## src/rtl/bus_arb_pkg.sv

```systemverilog
// Shared constants for the bus arbiter: active-low grant levels, policy encodings
// and a width helper used to size the owner index and tenure counter.
package bus_arb_pkg;

    localparam logic ENABLE_  = 1'b0;
    localparam logic DISABLE_ = 1'b1;

    localparam logic MODE_RR    = 1'b0;
    localparam logic MODE_FIXED = 1'b1;

    // Never returns 0 so that one-state quantities still get a 1-bit vector.
    function automatic int clog2_min1(input int value);
        int w;
        w = $clog2(value);
        return (w < 1) ? 1 : w;
    endfunction

endpackage

```

## src/rtl/rr_pick.sv

```systemverilog
// Combinational next-owner selector: round robin from start+1, or lowest index first.
// The request vector is active high and is expected to already exclude the current owner.
module rr_pick
    import bus_arb_pkg::*;
#(
    parameter int N = 4,
    parameter int W = 2
) (
    input  logic [N-1:0] req,
    input  logic [W-1:0] start,
    input  logic         mode,
    output logic [W-1:0] pick,
    output logic         found
);

    always_comb begin
        pick  = '0;
        found = 1'b0;
        if (mode == MODE_FIXED) begin
            for (int i = 0; i < N; i++) begin
                if (!found && req[i]) begin
                    pick  = W'(i);
                    found = 1'b1;
                end
            end
        end else begin
            // Scan start+1, start+2, ... wrapping through index 0.
            for (int k = 1; k < N; k++) begin
                if (!found && req[(int'(start) + k) % N]) begin
                    pick  = W'((int'(start) + k) % N);
                    found = 1'b1;
                end
            end
        end
    end

endmodule

```

## src/rtl/bus_arbiter_param.sv

```systemverilog
// Parameterised bus arbiter with round-robin / fixed-priority policy, tenure quantum,
// bus parking on the last owner and a one-cycle handover pulse after each switch.
module bus_arbiter_param
    import bus_arb_pkg::*;
#(
    parameter int  N_MASTERS = 4,
    parameter int  QUANTUM   = 16,
    localparam int OWNER_W   = clog2_min1(N_MASTERS),
    localparam int CNT_W     = clog2_min1(QUANTUM + 1)
) (
    input  logic                 clk,
    input  logic                 reset,
    input  logic                 mode,
    input  logic [N_MASTERS-1:0] req_,
    output logic [N_MASTERS-1:0] grnt_,
    output logic [OWNER_W-1:0]   owner,
    output logic                 handover
);

    localparam logic [CNT_W-1:0] CNT_MAX = (QUANTUM == 0) ? '0 : CNT_W'(QUANTUM - 1);

    logic [CNT_W-1:0]     cnt;
    logic [N_MASTERS-1:0] req;
    logic [N_MASTERS-1:0] others;
    logic [OWNER_W-1:0]   pick;
    logic                 found;
    logic                 owner_valid;
    logic                 owner_req;
    logic                 preempt;
    logic                 keep;

    assign req         = ~req_;
    assign owner_valid = int'(owner) < N_MASTERS;
    assign owner_req   = owner_valid && req[owner];
    assign preempt     = (QUANTUM != 0) && (cnt == CNT_MAX) && (|others);
    assign keep        = owner_req && !preempt;

    always_comb begin
        others = req;
        if (owner_valid) begin
            others[owner] = 1'b0;
        end
    end

    rr_pick #(
        .N (N_MASTERS),
        .W (OWNER_W)
    ) u_pick (
        .req   (others),
        .start (owner),
        .mode  (mode),
        .pick  (pick),
        .found (found)
    );

    // NOTE: state registers use non-blocking assignments and an asynchronous reset,
    // so reset forces the parked owner 0 grant without waiting for a clock edge.
    always_ff @(posedge clk or posedge reset) begin
        if (reset) begin
            owner    <= '0;
            cnt      <= '0;
            handover <= 1'b0;
        end else if (!owner_valid) begin
            owner    <= '0;
            cnt      <= '0;
            handover <= 1'b1;
        end else if (keep) begin
            if (QUANTUM != 0 && cnt != CNT_MAX) begin
                cnt <= cnt + 1'b1;
            end
            handover <= 1'b0;
        end else if (found) begin
            owner    <= pick;
            cnt      <= '0;
            handover <= 1'b1;
        end else begin
            // Released with nobody waiting: park on the same owner.
            cnt      <= '0;
            handover <= 1'b0;
        end
    end

    always_comb begin
        grnt_ = {N_MASTERS{DISABLE_}};
        if (owner_valid) begin
            grnt_[owner] = ENABLE_;
        end
    end

endmodule
```

## config.mk

```make
export PLATFORM = sky130hd
export DESIGN_NAME = bus_arbiter_param
export DESIGN_NICKNAME = d
export VERILOG_FILES = /design/src/rtl/bus_arb_pkg.sv /design/src/rtl/rr_pick.sv /design/src/rtl/bus_arbiter_param.sv
export SDC_FILE = /design/constraint.sdc
export NUM_CORES = 1
export LEC_CHECK = 0
export ABC_AREA = 0
export BUFFER_PORTS_ARGS = -buffer_cell sky130_fd_sc_hd__buf_2
export CAP_MARGIN = 20
export CORE_UTILIZATION = 57
export CTS_BUF_LIST = sky130_fd_sc_hd__clkbuf_4 sky130_fd_sc_hd__clkbuf_8 sky130_fd_sc_hd__clkbuf_16
export DETAILED_ROUTE_END_ITERATION = 10
export GPL_TIMING_DRIVEN = 0
export PLACE_DENSITY = 0.81
export SYNTH_ARGS = -nofsm -noshare
export SYNTH_HDL_FRONTEND = slang
export SYNTH_SLANG_ARGS = --single-unit
```

## constraint.sdc

```tcl
create_clock -name clk -period 6 [get_ports clk]
set_input_delay 0 -clock clk [delete_from_list [all_inputs] [get_ports clk]]
set_output_delay 0 -clock clk [all_outputs]
set_load 0.005 [all_outputs]
```

### After elaboration in Yosys (flattened, before gate mapping)

Cells that the tools add are included.
Widths: inputs -> output; s select.

* register bits: 8
* RAM bits: 0
* memory bits (read-only): 0
* bits in latches: 0
* memories kept: 0

* divide/modulo/power cells: 0
* multiply operators: 0
* bitwise operators: 7
* magnitude comparators: 5
* shift operators: 0
* equality and inequality tests: 3
* muxes and demuxes: 37
* reductions and logical operators: 19
* add/subtract/negate cells: 4

Operators with widths (count)
* $mux 1: 24
* $lt 3x4->1 const B: 3
* $mux 2: 6
* $mux 5: 2
* $bmux 1 s2: 4
* $logic_and 1x1->1: 8
* $not 4->4: 2
* $logic_not 1->1: 6
* $reduce_or 2->1: 3
* $add 5x1->5 const B: 1
* $eq 5x4->1 const B: 1
* $ne 5x4->1 const B: 1
* $add 2x2->2 const B: 2
* $and 4x4->4: 1
* $reduce_or 4->1: 1
* $and 1x1->1 const A: 3
* $lt 2x3->1 const B: 1
* $add 2x1->2 const B: 1
* $demux 1 s2: 1
* $ge 2x1->1 const B: 1
* $ne 2x1->1 const B: 1
* $reduce_and 2->1: 1
* $not 1->1: 1

### Depth between registers and ports, before layout

Gate-level depths: netlist of run 1.

* depth after elaboration: 22
* mapped depth: 9

### Hierarchy

A second synthesis of run 1 with hierarchy kept.

* cell total of the unflattened synthesis: 89
* area, all modules: 744.5 um^2

Modules (own cells, without submodules)
* bus_arbiter_param: seq. area each 200.2 um^2, times used 1, area an instance 514.2 um^2, cells each 52
* rr_pick: seq. area each 0.0 um^2, times used 1, area an instance 230.2 um^2, cells each 37

### Worst setup path after synthesis of run 1

Ideal clock, no wire load.

* path kind: reg-to-reg
* from: register owner[1]
* to: register owner[0]
* cell stages (with the launch flop): 10
* library setup time: 130 ps
* slack: 3702 ps
* arrival time: 2168 ps
* clock period less this slack: 2298 ps
* required time: 5870 ps
* cells stage by stage: dfrtp_1 clkbuf_1 inv_1 ha_1 or2_2 clkbuf_1 mux4_2 nor3_1 nor3b_1 mux2i_1

* cells in the longest elaborated chain, start to end: 21
* elaborated cells between the ends (all ways): 57

Ends and longest elaborated chain
* start, declared: line bus_arbiter_param.sv:16 `output logic [OWNER_W-1:0] owner,`
* start signal, assigned: line bus_arbiter_param.sv:73 `owner <= pick;`
* branches (longest 21 deep; another with $lt 2x3->1)

Parallel ways; which one is timed is not known. The select of a mux whose other input is x is not followed.
A chain may end at the register's enable or synchronous reset.

### Worst setup path after layout of run 1

* from: register owner[1]
* to: register owner[1]

Same word-level chain as after synthesis.

==> summary.txt, run 1 <==
Status: finished clean
F_max: 383 MHz
Layout cells sized above 1: 29.6%
Final Skew: 1.60 ps
# port buffers: 13
Routed len/inst: 15.0 µm
Area after DPL: 857 µm²
Synthesized area per cell: 9.56 µm²
Iter 0 DRT Violations: 41
Starting Density: 65.3%
Peak supply drop: 325 µV
Die footprint: 1510 µm²
Delay-heaviest family, CP: buffers and inverters
Final ANT Viol Nets: 0
Die Y: 38.9 µm
Primary FF master, synth: dfrtp_1
Initial antenna violation count: 0
H-Tree Level Count: 1
Setup TNS: 0 ps
Total core area: 1190 µm²
Diodes inserted: 0
First-pass GRT wire length: 2.63 mm
WS Path Type: flop to flop
Layout area overhead: 14.9%
Worst-path cell chain: clkbuf_1 -> inv_1 -> ha_1 -> or2_2 -> clkbuf_1 -> mux4_2 -> nand4b_1 -> o311ai_0 -> a2bb2oi_1
Most common cell in the netlist: nor2_1
DRC: 0
Cell variety after synth: 30
Cell repeated most along the worst path: clkbuf_1
CP bufs+invs: 3
GRT Resource Usage Total: 27.6%
CTS tree: done
Smallest hold slack: 154 ps
FILL cells: 81
Vias post-DR: 695
Minimum clock period: 2610 ps
Setup Fix Bufs, Post-CTS: 0
Total grt overflow: 0
Multi-input logic area: 519 µm²
Nets@finish: 113
Clk_lat worst skew: 270 ps
Ys async rst share: 100%
Register Area: 200 µm²
Critical-path top delay cell: mux4_2
Final instance area: 890 µm²
# setup viols final: 0
Crit-path max FO: 7
CTS root buffer: clkbuf_4
RSZ-0062 raised after global routing: no
CP required: 6180 ps
Critical Path Max Stage Delay: 520 ps
Register area share after synthesis: 25.8%
Largest net degree at the start of global routing: 9
Synth top cells by count: 9 x nor2_1, 8 x dfrtp_1, 8 x inv_1, 6 x ha_1, 5 x a21oi_1
Syn Nets: 94
Post-Synthesis Cells: 81
Pin slew with the least headroom to its limit: 436 ps
Clk sinks: 8
GPL Wtd Cong: 0.778
Worst-case clock buffer depth: 2
Worst setup EP type: flop
P_leak: 0.421 nW
Post-synth EDFFs: 0
Boundary pin count: 14
CP Launch Type: flop
Vias per inst: 6.21
Top cells by area in the synthesized netlist: dfrtp_1 26%, mux4_2 12%, ha_1 9.7%
Maxcap violations: 0
Vias in the first global route: 574
Share of the synthesized area in the top cell type: 25.8%
CTS Buf Count: 3
Register bit total from synthesis: 8
Routed Wire Length: 1.68 mm
Pwr/cell area: 503 nW/µm²
Pre-Repair DR Iteration Count: 4
Detailed Place HPWL: 1.27 mm
Util after Layout: 75.0%
Period utilization: 43.5%
Final Hold Viols: 0
Yosys synthesis warning count: 0
Worst-path clk slew: 60 ps
Worst hold path type: input port to flop
Cell row count: 12
Final Max Slew Viols: 0
Mapped cell area: 774 µm²
Synth area leader: dfrtp_1
Slew HR: 70.9%
Critical Path AT: 2790 ps
Die width: 38.9 µm
-- worst paths after layout --
| check | from | to | slack, ps | cells after the start |
|---|---|---|---|---|
| hold reg to reg | cnt[4] | cnt[4] | 520 | 2 |
| hold / removal | mode | owner[1] | 150 | 4 |
| min in group asynchronous | reset | cnt[1] | 220 | 3 |
| max in group asynchronous | reset | handover | 5550 | 3 |
| setup / recovery | owner[1] | owner[1] | 3390 | 9 |
| setup reg to reg | owner[1] | owner[1] | 3390 | 9 |
-- cells in the final DEF (no fill, tap or decap), types with 4 or more instances in the layout --
| cell | instances |
|---|---|
| inv_1 | 8 |
| dfrtp_1 | 8 |
| or2_2 | 4 |
| mux4_2 | 4 |
| a21oi_1 | 5 |
| buf_2 | 13 |
| nor2_1 | 9 |
| ha_1 | 6 |
-- sequential cells by signal, indices dropped and copies added (netlist names) --
register / flops
cnt: 5
handover: 1
owner: 2
-- per-stage QoR --
step,setup WS (ps),cells,total power [mW]
after floorplan,3700,81,0.326
after global placement,3450,108,0.389
after detailed placement,3420,108,0.399
after CTS,3380,112,0.445
after global routing,3250,112,0.479
final,3390,112,0.447
-- power by group --
group	switching, mW	total [mW]	internal, mW
clock	0.0213	0.0444	0.0231
combinational	0.167	0.315	0.148
sequential	0.0147	0.0877	0.0730
total	0.203	0.447	0.244
-- cell families after synthesis --
kind of cell	share of synthesized area, %
fa+ha+maj	9.69
xor+xnor	3.39
compound gates	14.5
mux	18.9
flops	25.8
simple gates	20.5
buf+inv	7.11
-- what timing repair did --
| item | 4_1_cts | 5_1_grt |
|---|---|---|
| resized for setup | 0 | 0 |
| hold buffers | 1 | 0 |
| hold endpoints to repair | 8 | 0 |
-- metal layers --
metal | routed length (µm) | global-route usage [%] | vias up | part of all wire [%]
li1 | - | - | 327 | -
met1 | 785 | 36.5 | 331 | 47
met2 | 740 | 40.4 | 32 | 44
met3 | 132 | 10.4 | 5 | 7.8
met4 | 26 | 10.3 | 0 | 1.5
met5 | 0 | 0 | - | 0
-- final cells by class --
cell class | instances | area share, %
Timing Repair Buffer | 14 | 8.44
Sequential cell | 8 | 22.5
Inverter | 9 | 4.08
Multi-Input combinational cell | 60 | 58.4
Clock buffer | 3 | 2.53
Tap cell | 14 | 1.97
Buffer | 4 | 2.11
-- worst register-to-register path: stages (launching register included) --
cell and delay [ps]:
dfrtp_1 390, clkbuf_1 330, inv_1 140, ha_1 230
or2_2 290, clkbuf_1 160, mux4_2 520, nand4b_1 110
o311ai_0 150, a2bb2oi_1 200
Power figures use the tool's default switching activity.
==> run 2, diff against run 1 <==
Settings changed: CORE_UTILIZATION 57 to 53, PLACE_DENSITY 0.81 to 0.76.
Clock period 6 ns to 2.5 ns, I/O delays scaled along.
==> run 2 against run 1 <==
Critical path type unchanged. Largest cell class unchanged. Combinational power up 150%. Worst setup slack worse by 3300 ps. Largest power group unchanged. Design area up 2.5%.
==> summary.txt, run 2 (synthesis gave the netlist of run 1 again) <==
Status: finished clean
Pre-Repair DR Iteration Count: 4 (unchanged)
Vias per inst: 5.81 (-6.4%)
Worst-path clk slew: 50 ps (about the same)
Clk_lat worst skew: 250 ps (-20 ps)
Sw power: 0.478 mW (+140%)
Worst setup EP type: flop
CTS tree: done
Pwr/cell area: 1190 nW/µm² (+140%)
Vias in the first global route: 567 (-1.2%)
Final Skew: 7.66 ps (+6.06 ps)
Biggest registers after layout: cnt (5), owner (2), handover (1)
Layout area overhead: 17.8%
DRC: 0 (unchanged)
Sequential Power Share: 19.2% (-0.4 points)
Final ANT Viol Nets: 0 (unchanged)
Reg2reg end: owner[0]
Inst Count DP: 109 (+0.93%)
Vias post-DR: 668 (-3.9%)
CP required: 2650 ps (-3530 ps)
CP bufs+invs: 3 (unchanged)
Critical-path top delay cell: mux4_2
GRT Resource Usage Total: 25.2% (-2.4 points)
Initial antenna violation count: 0 (unchanged)
Most frequent cells in the layout: 13 x buf_2, 9 x nor2_1, 8 x inv_1, 8 x dfrtp_1
Pre-CTS setup slack: -119 ps (-3540 ps)
Pint: 0.612 mW (+150%)
Die Y: 40.2 µm (+3.5%)
GPL Wtd Cong: 0.766 (-1.6%)
Fin cells: 115 (+2.7%)
Cell row count: 13 (+1)
F_max: 418 MHz (+9.1%)
Total grt overflow: 0 (unchanged)
FF-to-FF path depth: 9 (unchanged)
Detailed Place HPWL: 1.19 mm (-6.4%)
Iter 0 DRT Violations: 24 (-41%)
Largest net degree at the start of global routing: 9 (unchanged)
Die footprint: 1620 µm² (+7.1%)
Final Hold Viols: 0 (unchanged)
CTS Buf Count: 3 (unchanged)
Die width: 40.2 µm (+3.5%)
Layout cells sized above 1: 33.0% (+3.4 points)
Peak supply drop: 754 µV (+130%)
Hold endpoint: owner[1]
Final Max Slew Viols: 0 (unchanged)
First-pass GRT wire length: 2.55 mm (-3.1%)
CTS root buffer: clkbuf_4
Routed len/inst: 14.1 µm (-6.4%)
Nets@finish: 115 (+1.8%)
Slew HR: 75.6% (+4.8 points)
Critical Path Max Stage Delay: 530 ps (about the same)
Worst-case clock buffer depth: 2 (unchanged)
Hold path depth: 4 (unchanged)
Starting Density: 58.1% (-7.2 points)
Top reg by flops: cnt
# port buffers: 13 (unchanged)
Setup ws final: 109 ps (-3280 ps)
Pin slew with the least headroom to its limit: 364 ps (-71.5 ps)
H-Tree Level Count: 1 (unchanged)
Boundary pin count: 14 (unchanged)
Period utilization: 95.7% (+52 points)
Routed Wire Length: 1.62 mm (-3.9%)
# setup viols final: 0 (unchanged)
Stages on worst setup path: 9 (unchanged)
P_leak: 0.434 nW (+3.0%)
Total core area: 1330 µm² (+12%)
Combinational Power Share: 72.0% (+1.6 points)
Minimum clock period: 2390 ps (-219 ps)
CP Launch Type: flop
Beginning of the worst hold path: mode
Clk sinks: 8 (unchanged)
Flop2flop setup slack: 110 ps (-3280 ps)
Net Sw Frac: 43.9% (-1.6 points)
WS Path Type: flop to flop
Worst hold path type: input port to flop
Smallest hold slack: 179 ps (+24.7 ps)
Diodes inserted: 0 (unchanged)
Critical Path AT: 2550 ps (-240 ps)
Worst-path cell chain: buf_4 -> inv_4 -> ha_1 -> or2_2 -> clkbuf_1 -> mux4_2 -> nor3_1 -> nor3b_1 -> mux2i_1
Clock power share: 8.7% (-1.2 points)
Crit-path max FO: 8 (+1)
Largest register FFs: 5 (unchanged)
Delay-heaviest family, CP: multiplexers
Maxcap violations: 0 (unchanged)
Most common cell after layout, fill and taps aside: buf_2
Crit Reg-Reg Startpoint: owner[0]
run 2: cell count changes in the layout (fill, tap and decap cells not counted):
cell / change
o311ai_0: -1
clkbuf_1: -1
o311ai_1: +1
ha_1: -1
buf_4: +3
ha_2: +1
run 2: power by group through the flow:
stage               Combinational (mW)  Clock (mW)  Sequential, mW
global placement                 0.727           0           0.211
detailed placement               0.741           0           0.212
floorplan                        0.572           0           0.210
finish                           0.785      0.0953           0.210
global route                     0.875       0.109           0.217
CTS                              0.750      0.0997           0.212
run 2: worst max path at each step:
stage / to / startpoint
floorplan: owner[0] / owner[1]
global placement: owner[1] / owner[1]
detailed placement: owner[1] / owner[1]
CTS: owner[1] / owner[1]
global route: owner[0] / owner[0]
finish: owner[0] / owner[0]
run 2: per-layer routing:
metal	track usage (%)	routed length, µm	vias up
met1	36.8	803	310
met2	35.1	698	26
li1	-	-	330
met5	0	0	-
met3	10.0	112	2
met4	5.00	5	0
run 2: what timing repair did:
item,CTS,global route
hold buffers,1,0
buffers inserted,0,2
gates resized for setup,1,5
endpoints found under the hold margin,8,0
endpoints found under the setup margin,2,2
pin swaps,0,1
run 2: worst min-delay path, cell delays in order:
cell and delay (ps):
buf_2 150, inv_1 60, o311ai_1 80, a2bb2oi_1 80
run 2: cell type report:
class	instances	area [µm²]
multi-input combinational	60	522
inverter	9	36.3
clock buffer	3	22.5
sequential	8	200
tap	15	18.8
timing repair buffer	16	90.1
fill	108	422
buffer	4	22.5
run 2: through the flow:
| stage | utilization (%) | instance area [µm²] | setup TNS (ps) | power (mW) |
|---|---|---|---|---|
| floorplan | - | 774 | 0 | 0.782 |
| global placement | 64.4 | 858 | -109 | 0.938 |
| detailed placement | 64.4 | 858 | -173 | 0.953 |
| CTS | 66.9 | 892 | 0 | 1.06 |
| global route | 68.4 | 912 | -35.3 | 1.20 |
| finish | 68.4 | 912 | 0 | 1.09 |
==> run 3, diff against run 2 <==
Settings changed: CORE_UTILIZATION 53 to 41, PLACE_DENSITY 0.76 to not set.
==> run 3 against run 2 <==
Non-clock buffer count is 1 lower. Sequential power about the same. Wire length up 2.8%. Worst setup slack gained 56 ps. First-iteration DRC count fell by 42%. Sequential cell count unchanged. Sequential share of layout area down 0.33 points. Critical path type unchanged. Largest cell class unchanged. Largest power group unchanged.
==> summary.txt, run 3 (synthesis gave the netlist of run 1 again) <==
Final Skew: 2.79 ps (-4.88 ps)
Critical-path top delay cell: mux4_2
Slew HR: 73.7% (-1.9 points)
P_leak: 0.430 nW (-0.90%)
Reg2reg end: owner[1]
# setup viols final: 0 (unchanged)
Crit Reg-Reg Startpoint: owner[0]
Worst hold path type: input port to flop
FF-to-FF path depth: 8 (-1)
Pwr Total: 1.11 mW (+1.9%)
GRT Resource Usage Total: 18.5% (-6.7 points)
Peak supply drop: 696 µV (-7.8%)
Hold path depth: 4 (unchanged)
Minimum clock period: 2340 ps (-56.2 ps)
Detailed Place HPWL: 1.30 mm (+9.3%)
Final ANT Viol Nets: 0 (unchanged)
# port buffers: 13 (unchanged)
First-pass GRT wire length: 2.81 mm (+10%)
Worst setup EP type: flop
Layout area overhead: 19.5%
Final Hold Viols: 0 (unchanged)
Vias in the first global route: 668 (+18%)
Pwr/cell area: 1200 nW/µm² (+0.36%)
FILL cells: 187 (+73%)
Total grt overflow: 0 (unchanged)
Maxcap violations: 0 (unchanged)
Inst Count DP: 119 (+9.2%)
CTS Buf Count: 3 (unchanged)
Flop2flop setup slack: 160 ps (+60 ps)
Critical Path Max Stage Delay: 560 ps (+30 ps)
Pre-CTS setup slack: -103 ps (+16.0 ps)
H-Tree Level Count: 1 (unchanged)
CP bufs+invs: 2 (-1)
Hold endpoint: owner[1]
Clk_lat worst skew: 250 ps (about the same)
Setup ws final: 165 ps (+56.2 ps)
Die width: 45.5 µm (+13%)
CTS root buffer: clkbuf_4
Most common cell after layout, fill and taps aside: buf_2
Area after DPL: 871 µm² (+1.5%)
GPL Wtd Cong: 0.768 (+0.29%)
CTS tree: done
Smallest hold slack: 161 ps (-17.4 ps)
RSZ-0062 raised after global routing: no
Routed len/inst: 13.4 µm (-4.7%)
CP required: 2620 ps (-30 ps)
Total core area: 1750 µm² (+31%)
Iter 0 DRT Violations: 14 (-42%)
Starting Density: 44.4% (-14 points)
F_max: 428 MHz (+2.4%)
Clk sinks: 8 (unchanged)
Status: finished clean
Critical Path AT: 2450 ps (-100 ps)
CP Launch Type: flop
Diodes inserted: 0 (unchanged)
Die Y: 45.5 µm (+13%)
Delay-heaviest family, CP: compound AO/OA/AOI/OAI gates
Vias per inst: 5.21 (-10%)
Worst-path cell chain: buf_6 -> inv_4 -> ha_2 -> nor2_2 -> mux4_2 -> o41ai_4 -> nor2b_1 -> a2bb2oi_1
Routed Wire Length: 1.66 mm (+2.8%)
Crit-path max FO: 8 (unchanged)
Largest net degree at the start of global routing: 9 (unchanged)
Cell row count: 15 (+2)
Fin cells: 124 (+7.8%)
Most frequent cells in the layout: 13 x buf_2, 9 x nor2_1, 8 x inv_1, 8 x dfrtp_1
Initial antenna violation count: 0 (unchanged)
Biggest registers after layout: cnt (5), owner (2), handover (1)
Period utilization: 93.4% (-2.2 points)
Worst-case clock buffer depth: 2 (unchanged)
Final Max Slew Viols: 0 (unchanged)
Pre-Repair DR Iteration Count: 4 (unchanged)
Worst-path clk slew: 50 ps (about the same)
DRC: 0 (unchanged)
Boundary pin count: 14 (unchanged)
Final instance area: 926 µm² (+1.5%)
Largest register FFs: 5 (unchanged)
Vias post-DR: 646 (-3.3%)
Die footprint: 2070 µm² (+28%)
WS Path Type: flop to flop
Layout cells sized above 1: 35.4% (+2.4 points)
Beginning of the worst hold path: mode
Top reg by flops: cnt
Pin slew with the least headroom to its limit: 393 ps (+28.8 ps)
Nets@finish: 114 (-0.87%)
## run 3: layout make-up
class                      instances  area [µm²]  share of cell area (%)
timing repair buffer              16        90.1                    9.73
clock buffer                       3        22.5                    2.43
sequential                         8         200                    21.6
inverter                           9        36.3                    3.92
multi-input combinational         60         523                    56.5
tap                               25        31.3                    3.38
buffer                             3        22.5                    2.43
## run 3: per-layer routing
layer | vias up | wire, µm | GRT usage [%]
met5 | - | 0 | 0
met4 | 0 | 0 | 5.45
met3 | 0 | 21 | 2.38
met2 | 8 | 929 | 34.0
met1 | 311 | 713 | 22.1
li1 | 327 | - | -
## run 3: worst min-delay path, delay by kind of cell
| family | cells | cell delay [ps] |
|---|---|---|
| AO/OA/AOI/OAI | 2 | 140 |
| buffers and inverters | 2 | 220 |
## run 3: worst max-delay path by stage
stage | startpoint | end | slack (ps) | depth (start not counted)
6_report | owner[0] | owner[1] | 160 | 8
5_1_grt | owner[0] | owner[1] | 50 | 8
4_1_cts | owner[1] | owner[1] | 30 | 9
3_5_place_dp | owner[1] | owner[1] | -100 | 9
3_3_place_gp | owner[1] | owner[1] | -90 | 9
2_1_floorplan | owner[1] | owner[0] | 200 | 9
## run 3: where the power goes
part / total [mW] / leakage, nW / switching (mW) / internal, mW
combinational: 0.806 / 0.312 / 0.415 / 0.391
clock: 0.0961 / 0.0138 / 0.0413 / 0.0548
sequential: 0.208 / 0.104 / 0.0326 / 0.175
total: 1.11 / 0.430 / 0.489 / 0.622
## run 3: metrics by stage
step	util (%)	setup TNS, ps
after floorplan	-	0
after global placement	49.9	-139
after detailed placement	49.9	-157
after CTS	51.8	0
after global routing	53.0	0
final	53.0	0
## run 3: what timing repair did
item,CTS,global route
setup buffers,0,2
hold endpoints to repair,8,0
endpoints found under the setup margin,2,2
pin swaps,0,1
gates resized for setup,1,8
hold buffers,1,0
